[src/rtl/filt_job_sequencer.sv]
// Job sequencer: latches a job, streams read addresses and LAT-delayed write addresses.
// Latency: first rd_en the cycle after start, wr_en LAT cycles after each rd_en, done one cycle after last wr_en.
// Backpressure: pause gates new reads that same cycle, words already issued keep flowing. FILT_SEQ_PERF_EN adds perf counters.
module filt_job_sequencer #(
  parameter int AW  = 32,
  parameter int LAT = 3
) (
  input  logic          clk,
  input  logic          reset,
  input  logic          start,
  input  logic [AW-1:0] filesize,
  input  logic [AW-1:0] src_base,
  input  logic [AW-1:0] dst_base,
  input  logic          pause,
  output logic          busy,
  output logic          rd_en,
  output logic [AW-1:0] rd_addr,
  output logic          wr_en,
  output logic [AW-1:0] wr_addr,
  output logic          done
`ifdef FILT_SEQ_PERF_EN
  ,
  output logic [AW-1:0] stall_cnt,
  output logic [AW-1:0] job_cycles
`endif
);

  typedef enum logic [1:0] {IDLE, RUN, DRAIN, DONE} state_t;

  localparam logic [AW-1:0] ONE = AW'(1);

  state_t        state;
  logic [AW-1:0] fs_q;
  logic [AW-1:0] src_q;
  logic [AW-1:0] dst_q;
  logic [AW-1:0] rd_cnt;
  logic [AW-1:0] wr_cnt;
  logic [AW-1:0] rd_last;
  logic [AW-1:0] wr_last;
  logic [LAT-1:0] vld_sr;
  logic          rd_more;
  logic          accept;

  assign accept  = (state == IDLE) && start;
  assign rd_more = rd_cnt < fs_q;
  assign rd_en   = (state == RUN) && !pause && rd_more;
  assign wr_en   = vld_sr[LAT-1];
  // Addresses show the live sum while strobed, otherwise the last issued value.
  assign rd_addr = rd_en ? (src_q + rd_cnt) : rd_last;
  assign wr_addr = wr_en ? (dst_q + wr_cnt) : wr_last;

  always_ff @(posedge clk) begin
    if (reset) begin
      state   <= IDLE;
      busy    <= 1'b0;
      done    <= 1'b0;
      fs_q    <= '0;
      src_q   <= '0;
      dst_q   <= '0;
      rd_cnt  <= '0;
      wr_cnt  <= '0;
      rd_last <= '0;
      wr_last <= '0;
      vld_sr  <= '0;
    end else begin
      vld_sr <= (vld_sr << 1) | LAT'(rd_en);
      done   <= 1'b0;
      if (rd_en) begin
        rd_cnt  <= rd_cnt + ONE;
        rd_last <= rd_addr;
      end
      if (wr_en) begin
        wr_cnt  <= wr_cnt + ONE;
        wr_last <= wr_addr;
      end
      case (state)
        IDLE: begin
          if (start) begin
            fs_q   <= filesize;
            src_q  <= src_base;
            dst_q  <= dst_base;
            rd_cnt <= '0;
            wr_cnt <= '0;
            busy   <= 1'b1;
            if (filesize == '0) begin
              state <= DONE;
              done  <= 1'b1;
            end else begin
              state <= RUN;
            end
          end
        end
        RUN: begin
          if (rd_en && (rd_cnt == fs_q - ONE)) state <= DRAIN;
        end
        DRAIN: begin
          if (wr_en && (wr_cnt == fs_q - ONE)) begin
            state <= DONE;
            done  <= 1'b1;
          end
        end
        DONE: begin
          state <= IDLE;
          busy  <= 1'b0;
        end
        default: state <= IDLE;
      endcase
    end
  end

`ifdef FILT_SEQ_PERF_EN
  // job_cycles restarts at 1 so the accepting cycle itself is counted.
  always_ff @(posedge clk) begin
    if (reset) begin
      stall_cnt  <= '0;
      job_cycles <= '0;
    end else if (accept) begin
      stall_cnt  <= '0;
      job_cycles <= ONE;
    end else begin
      if ((state == RUN) && pause && rd_more && (stall_cnt != '1))
        stall_cnt <= stall_cnt + ONE;
      if ((state != IDLE) && (job_cycles != '1))
        job_cycles <= job_cycles + ONE;
    end
  end
`endif

endmodule

[config.mk]
export PLATFORM = sky130hd
export DESIGN_NAME = filt_job_sequencer
export DESIGN_NICKNAME = d
export VERILOG_FILES = /design/src/rtl/filt_job_sequencer.sv
export SDC_FILE = /design/constraint.sdc
export NUM_CORES = 1
export LEC_CHECK = 0
export ABC_CLOCK_PERIOD_IN_PS = 4350
export BUFFER_PORTS_ARGS = -buffer_cell sky130_fd_sc_hd__buf_4
export CAP_MARGIN = 20
export CELL_PAD_IN_SITES_DETAIL_PLACEMENT = 0
export CELL_PAD_IN_SITES_GLOBAL_PLACEMENT = 1
export CORE_ASPECT_RATIO = 1.1
export CORE_MARGIN = 2
export CORE_UTILIZATION = 44
export DETAILED_ROUTE_END_ITERATION = 8
export GPL_TIMING_DRIVEN = 0
export PLACE_DENSITY_LB_ADDON = 0.2
export SYNTH_ARGS = -nofsm -noshare
export SYNTH_HDL_FRONTEND = slang
export SYNTH_SLANG_ARGS = --single-unit
[constraint.sdc]
create_clock -name clk -period 4.35 [get_ports clk]
set_clock_uncertainty 0.15 [all_clocks]
set_input_delay 0.435 -clock clk [delete_from_list [all_inputs] [get_ports clk]]
set_output_delay 0.435 -clock clk [all_outputs]
set_load 0.01 [all_outputs]
-- Word level (Yosys, flattened, before mapping)
Index checks and enable logic that the tools add are counted.
- flip-flop bits (word level): 231
- input port bits: 100
- output and inout port bits: 68
- add/subtract/negate cells: 5
- magnitude comparators: 1
- equal/unequal tests: 8
- multiplexer cells: 19
- bitwise gates (word level): 1
- reductions and logical operators: 11
- operator list (operator ; count):
    $mux 32 ; 8
    $add 32x1->32 const B ; 2
    $add 32x32->32 ; 2
    $eq 32x32->1 ; 2
    $logic_not 32->1 ; 1
    $lt 32x32->1 ; 1
    $sub 32x1->32 const B ; 1
    $mux 2 ; 4
    $pmux 2 s4 ; 1
    $eq 2x2->1 const B ; 2
    $logic_and 1x1->1 ; 4
    $mux 1 ; 4
    $ne 2x2->1 const B ; 2
    $pmux 1 s2 ; 2
    $reduce_and 2->1 ; 2
    $or 3x1->3 ; 1
    $reduce_and 3->1 ; 1
    $eq 2x1->1 const B ; 1
    $logic_not 2->1 ; 1
    $ne 2x1->1 const B ; 1
    $reduce_bool 2->1 ; 1
    $logic_not 1->1 ; 1

-- Logic depth before layout (Yosys ltp)
Gate-level depths: netlist (run 1).
- depth after elaboration: 6
- gate-level depth with buffers: 13
- gate-level depth less buffers: 12

-- Worst setup path after synthesis (run 1)
OpenSTA, ideal clock, no wires.
- path kind: register -> output
- from: register wr_cnt[0]
- to: output wr_addr[30]
- arrival: 3.096 ns
- required time: 3.765 ns
- path slack: 0.669 ns
- stages on the path, launching flop included: 13
- path buffers: 0
- cells stage by stage: dfxtp_1 > ha_1 > inv_1 > fa_1 > nor2b_1 > o31ai_1 > a21o_1 > a2111oi_0 > o21ai_0 > a2111oi_0 > o21ai_0 > o41a_1 > nand2_1
- word-level cells in the longest chain between the ends: 2
- RTL lines (what ; RTL line ; text):
    start: declaration ; 37 ; logic [AW-1:0] wr_cnt;
    start signal: assignment ; 73 ; wr_cnt <= wr_cnt + ONE;
    $add 32x32->32 ; 50 ; assign wr_addr = wr_en ? (dst_q + wr_cnt) : wr_last;
    $mux 32 ; 50 ;
    end: declaration ; 19 ; output logic [AW-1:0] wr_addr,
No other way between the ends.

-- Worst setup path after layout (run 1)
- from: register wr_cnt[3]
- to: output wr_addr[31]
Same word-level chain as after synthesis.

==> impl_metrics.json, run 1 <==
{
  "outcome": "finished, final reports clean",
  "die_h_um": 198.0,
  "holdCritStartpoint": "filesize[6]",
  "r2r-start": "fs_q[0]",
  "routabilityCongestion": 0.9644,
  "startpoint": "wr_cnt[3]",
  "worst_slew_margin_rel_pct": 39.90,
  "power.density_mw_per_mm2": 429.3,
  "ys_warn_count": 0,
  "drt_iter0_markers": 902,
  "port-buffer-count": 166,
  "clock_sinks": 231,
  "layout_setup_ws_ns": 0.09315,
  "cts.reportedPaths.clkPinSlew_ns": 0.06,
  "synth_ff_type": "dfxtp_1",
  "slowest_delay_ns": 0.41,
  "async_flop_share_pct": 0,
  "hold_class": "in -> reg",
  "io_pins": 168,
  "firstDrtPassIters": 5,
  "path_cells": "ha_1, a21o_1, nand2_1, a311oi_2, o2111ai_1, a21oi_2, o21ai_1, o31a_1, xnor2_1, o21ai_0, buf_4",
  "overflow": 0,
  "finalCriticalPeriod_ns": 4.257,
  "setup_violations": 0,
  "cp-end-kind": "output pin",
  "layout.cells.non_filler": 2694,
  "rr_worst_depth": 11,
  "routed_wl_mm": 53.40,
  "antenna_found_initial": 0,
  "crit_arrival_ns": 3.67,
  "fillCellCount": 3269,
  "critPathKind": "reg -> out",
  "cpMaxStageDelayCell": "ha_1",
  "hpwl_mm": 41.44,
  "cts_buffers": 26,
  "fin_tns_setup_ns": 0,
  "r2r_slack_ns": 0.18,
  "grt_pass1_vias": 14790,
  "drive_above_1_share_pct": 14.36,
  "rsz0062_at_grt": "yes",
  "hold_viol": 0,
  "syn_nets": 2158,
  "viasPerCell": 5.674,
  "drc_errors": 0,
  "final.period_utilization_pct": 97.86,
  "dp_slack_ns": -0.3843,
  "drtAntennaViolNets": 0,
  "postPlaceCellArea_sq_mm": 0.01686,
  "final_nets": 2444,
  "syn_to_final_growth_pct": 25.69,
  "die-area_sq_mm": 0.03570,
  "fin_area_sq_mm": 0.01892,
  "leakagePower_nw": 7.749,
  "ys_types": 80,
  "fin_hold_ws_ns": 0.02374,
  "cp.required_ns": 3.76,
  "start_util_pct": 44.35,
  "cts_tree": "yes",
  "die_x_um": 180.3,
  "cts_buffer_depth": 3,
  "critical_path_peak_fanout": 7,
  "synth_edf_count": 0,
  "rows": 71,
  "cts-root-buf": "clkbuf_16",
  "avgSynthCellArea_sq_um": 7.699,
  "n_antenna_cell": 0,
  "r2r_end": "state[1]",
  "insertion_delay_ns": 0.57,
  "htree_levels": 1,
  "holdPathStages": 3,
  "ys_ff_latch": 231,
  "syn_area_sq_mm": 0.01505,
  "min_to": "fs_q[6]",
  "fmax_mhz": 234.9,
  "slew_violations": 0,
  "maxCapViolCount": 0,
  "placed_cells": 2562,
  "grt_max_degree": 14,
  "wire_per_inst_um": 19.82,
  "grt_pass1_wl_mm": 81.84,
  "synthCells": 1955,
  "irDropWorstVdd_mv": 0.3599,
  "vias": 15290,
  "synth-seq-area-share_pct": 30.73,
  "core_area_sq_mm": 0.03394,
  "track_usage_pct": 29.09,
  "cp-start-kind": "flip-flop",
  "worstMarginPinSlew_ns": 0.9015
}
worst max-delay path, delay by kind of cell, from the launching register on:
kind                       cells  cell delay (ns)
AOI/OAI and AO/OA              7             1.87
adders and majority gates      1             0.41
DFF                            1             0.40
buffers and inverters          1             0.18
xor gates and xnor gates       1             0.14
and+or+nand+nor                1             0.10
where the power goes:
group          switching, mW  internal [mW]  total [mW]
logic                   2.07           1.36        3.43
registers              0.216           2.36        2.57
clock network          0.919           1.20        2.12
total                   3.20           4.92        8.12
flip-flops by register name (all words and copies together) (netlist names):
signal	flops
busy	1
done	1
dst_q	32
fs_q	32
rd_cnt	32
rd_last	32
src_q	32
state	2
vld_sr	3
wr_cnt	32
wr_last	32
timing repair:
action                                  CTS  global route
setup buffers                             5             3
pin swaps                                 5             4
hold endpoints to repair                 94             0
cloned                                    0             0
gates resized for setup                  49            55
endpoints found under the setup margin   42            38
hold buffers                             94             0
layer usage:
layer / global-route usage (%) / routed length (um) / vias up
met4: 15.17 / 3070 / 0
met5: 0 / 0 / -
met3: 3.715 / 2561 / 146
li1: - / - / 7493
met2: 51.10 / 25530 / 449
met1: 34.78 / 22240 / 7198
cell type report:
| type | instances | area [sq um] | share of cell area, % |
|---|---|---|---|
| sequential | 231 | 4661 | 24.64 |
| tap | 438 | 548.0 | 2.897 |
| multi-input combinational | 1555 | 10010 | 52.91 |
| clock buffer | 36 | 718.2 | 3.797 |
| inverter | 65 | 244.0 | 1.290 |
| clock inverter | 7 | 71.32 | 0.3770 |
| buffer | 91 | 397.9 | 2.103 |
| timing repair buffer | 271 | 2267 | 11.98 |
cell usage in the layout, fill, tap and decap left out, drive strengths merged, types with 13 or more instances in the layout:
master	count
nand2	314
or3	38
nor2	144
nor2b	59
and3	22
xor2	77
ha	101
inv	64
buf	201
nor4	35
nand3	45
nand2b	13
a21oi	208
nor3	56
a31oi	14
nand4	39
xnor2	85
a21o	30
a211oi	14
o21ai	67
dlygate4sd3	94
o31ai	13
dfxtp	231
mux2	17
clkbuf	102
cells in the mapped netlist, drive strengths merged (14+ instances only):
library cell / count / area (sq um)
nor4: 35 / 234.0
nor2b: 59 / 369.1
or3: 38 / 237.7
clkbuf: 80 / 300.3
xor2: 77 / 674.4
mux2: 17 / 191.4
inv: 64 / 240.2
nand4: 39 / 244.0
buf: 24 / 117.6
nor3: 56 / 290.3
a31oi: 14 / 87.58
nor2: 144 / 540.5
xnor2: 85 / 744.5
nand3: 45 / 225.2
nand2: 314 / 1179
dfxtp: 231 / 4624
o21ai: 67 / 335.3
a21oi: 208 / 1041
ha: 101 / 1264
and3: 22 / 137.6
a211oi: 14 / 105.1
a21o: 30 / 225.2
per-stage QoR:
step	util [%]	power (mW)
final	55.74	8.121
after global routing	55.74	8.587
after CTS	55.17	8.087
after detailed placement	49.69	5.855
after global placement	49.64	5.824
after floorplan	-	4.691
cell families after synthesis:
family	Yosys count	synth area share, %
DFF	231	30.73
buffers and inverters	169	4.398
and+or+nand+nor	816	26.24
AOI/OAI and AO/OA	447	18.53
adders and majority gates	103	8.662
xor gates and xnor gates	163	9.577
muxes	26	1.870
worst max-delay path by stage:
stage,to,slack (ns),cells past startpoint
CTS,wr_addr[31],0.005,11
global placement,wr_addr[30],-0.53,13
detailed placement,rd_addr[28],-0.38,14
floorplan,wr_addr[30],0.67,12
finish,wr_addr[31],0.09,11
global route,rd_addr[31],-0.09,12
Note: power is estimated with default switching activity, not from simulation.
==> inputs of run 2 (changes only) <==
--- a/config.mk
+++ b/config.mk
@@ -6,14 +6,14 @@
 export NUM_CORES = 1
 export LEC_CHECK = 0
 export ABC_CLOCK_PERIOD_IN_PS = 4350
-export BUFFER_PORTS_ARGS = -buffer_cell sky130_fd_sc_hd__buf_4
 export CAP_MARGIN = 20
 export CELL_PAD_IN_SITES_DETAIL_PLACEMENT = 0
 export CELL_PAD_IN_SITES_GLOBAL_PLACEMENT = 1
 export CORE_ASPECT_RATIO = 1.1
 export CORE_MARGIN = 2
-export CORE_UTILIZATION = 44
+export CORE_UTILIZATION = 30
 export DETAILED_ROUTE_END_ITERATION = 8
+export DONT_BUFFER_PORTS = 1
 export GPL_TIMING_DRIVEN = 0
 export PLACE_DENSITY_LB_ADDON = 0.2
 export SYNTH_ARGS = -nofsm -noshare
==> run 2 against run 1 <==
  * Maximum frequency rose by 1.2%
  * Sequential share of layout area grew 0.93 points
  * Final area shrank 3.8%
  * Register-to-register slack improved by 0.05 ns
  * Worst hold slack improved by 0.051 ns
  * Global-route usage fell by 7.2 points
  * Via count fell by 4.6%
  * Sequential cell count is the same
==> impl_metrics.json, run 2 (same netlist as run 1, synthesis figures left out) <==
{
  "outcome": "finished, final reports clean",
  "hold_class": "in -> reg",
  "start_util_pct": 30.21,
  "leakagePower_nw": 7.021,
  "cts_buffers": 28,
  "cp-start-kind": "flip-flop",
  "critical_path_peak_fanout": 10,
  "io_pins": 168,
  "irDropWorstVdd_mv": 0.3009,
  "setup_violations": 0,
  "routed_wl_mm": 57.90,
  "cts-root-buf": "clkbuf_16",
  "rows": 86,
  "routabilityCongestion": 0.9217,
  "final_cell_mix": "nand2_1 (314), dfxtp_1 (212), a21oi_1 (206)",
  "hold_viol": 0,
  "fin_hold_ws_ns": 0.07509,
  "min_to": "busy",
  "syn_to_final_growth_pct": 20.94,
  "r2r-start": "fs_q[1]",
  "cts_buffer_depth": 3,
  "die_x_um": 217.6,
  "cp-end-kind": "output pin",
  "layout.cells.non_filler": 2762,
  "worst_slew_margin_rel_pct": 26.43,
  "r2r_slack_ns": 0.23,
  "antenna_found_initial": 0,
  "cpMaxStageDelayCell": "dfxtp_2",
  "port-buffer-count": 0,
  "core_area_sq_mm": 0.04982,
  "r2r_end": "state[0]",
  "die_h_um": 238.9,
  "cp_common_cell": "buf_4",
  "rsz0062_at_grt": "yes",
  "layout_commonest_cell": "nand2_1",
  "maxCapViolCount": 0,
  "grt_max_degree": 14,
  "power_mw": 8.267,
  "critPathKind": "reg -> out",
  "drive_above_1_share_pct": 7.996,
  "fmax_mhz": 237.6,
  "slowest_delay_ns": 0.47,
  "drt_iter0_markers": 865,
  "wire_per_inst_um": 20.96,
  "path_cells": "inv_1, ha_1, nand4_1, nor4_4, o2111ai_2, a31o_4, buf_4, buf_4, o311a_1, nor3_4",
  "holdCritStartpoint": "start",
  "finalCriticalPeriod_ns": 4.208,
  "cts_tree": "yes",
  "overflow": 0,
  "worstMarginPinSlew_ns": 1.104,
  "final_nets": 2284,
  "track_usage_pct": 21.88,
  "holdPathStages": 3,
  "crit_arrival_ns": 3.62,
  "hpwl_mm": 45.23,
  "firstDrtPassIters": 5,
  "htree_levels": 1,
  "power.density_mw_per_mm2": 454.2,
  "clock_sinks": 231,
  "final.period_utilization_pct": 96.74,
  "placed_cells": 2619,
  "slew_violations": 0,
  "viasPerCell": 5.280,
  "cp.required_ns": 3.76,
  "insertion_delay_ns": 0.57,
  "fillCellCount": 5301,
  "die-area_sq_mm": 0.05198,
  "cts.reportedPaths.clkPinSlew_ns": 0.06,
  "drc_errors": 0,
  "grt_pass1_vias": 14280,
  "vias": 14580,
  "drtAntennaViolNets": 0,
  "rr_worst_depth": 12,
  "grt_pass1_wl_mm": 87.00
}
run 2: cell count changes in the layout (fill, tap and decap cells not counted), moves of 4 or more:
cell | previous run | this run
buf_4 | 177 | 14
dfxtp_2 | 23 | 17
clkbuf_8 | 3 | 9
dfxtp_1 | 206 | 212
clkbuf_1 | 70 | 66
run 2: per-layer routing:
metal  routed length [um]  GRT usage (%)  vias up
met3                 2457          2.812      102
li1                     -              -     7185
met1                25950          28.01     6961
met4                 1815          6.787        0
met5                    0              0        -
met2                27670          38.01      336
run 2: worst max-delay path by stage:
stage / startpoint / end / slack, ns
floorplan: wr_cnt[0] / wr_addr[30] / 0.67
global placement: fs_q[4] / rd_addr[30] / -1.00
detailed placement: fs_q[4] / rd_addr[30] / -1.03
CTS: rd_cnt[0] / rd_addr[28] / -0.01
global route: rd_cnt[7] / rd_addr[26] / -0.07
finish: fs_q[27] / rd_addr[30] / 0.14
run 2: final cells by class:
type                       instances  area (sq um)  share of cell area [%]
multi-input combinational       1555         10050                   55.21
inverter                          65         244.0                   1.340
antenna                            1         2.502                 0.01375
timing repair buffer             108          1061                   5.829
sequential                       231          4653                   25.56
clock buffer                      40         847.1                   4.654
tap                              660         825.8                   4.537
clock inverter                    10         106.4                  0.5843
buffer                            92         412.9                   2.268
run 2: critical path, delay by kind of cell, from the launching register on:
kind / cells / cell delay (ns)
buffers and inverters: 3 / 0.53
AND/OR/NAND/NOR: 3 / 0.96
flip-flops: 1 / 0.47
AO/OA/AOI/OAI: 3 / 0.77
adder cells (fa/ha/maj): 1 / 0.32
run 2: per-stage QoR:
stage	area [sq um]	util [%]	setup TNS, ns	setup slack [ns]
global placement	15880	31.87	-23.98	-1.005
global route	18200	36.53	-0.1180	-0.06794
finish	18200	36.54	0	0.1420
detailed placement	15920	31.95	-25.45	-1.028
floorplan	15050	-	0	0.6688
CTS	18010	36.15	-0.01309	-0.01309
run 2: repair_timing:
action,in CTS,in global routing
resized for setup,60,46
setup endpoints to repair,83,33
pin swaps,2,9
endpoints found under the hold margin,96,0
hold buffers,96,0
buffers inserted,3,5
run 2: power by group:
part           internal [mW]  switching (mW)  total, mW
logic                   1.16            2.11       3.27
clock network           1.46           0.964       2.42
registers               2.36           0.219       2.57
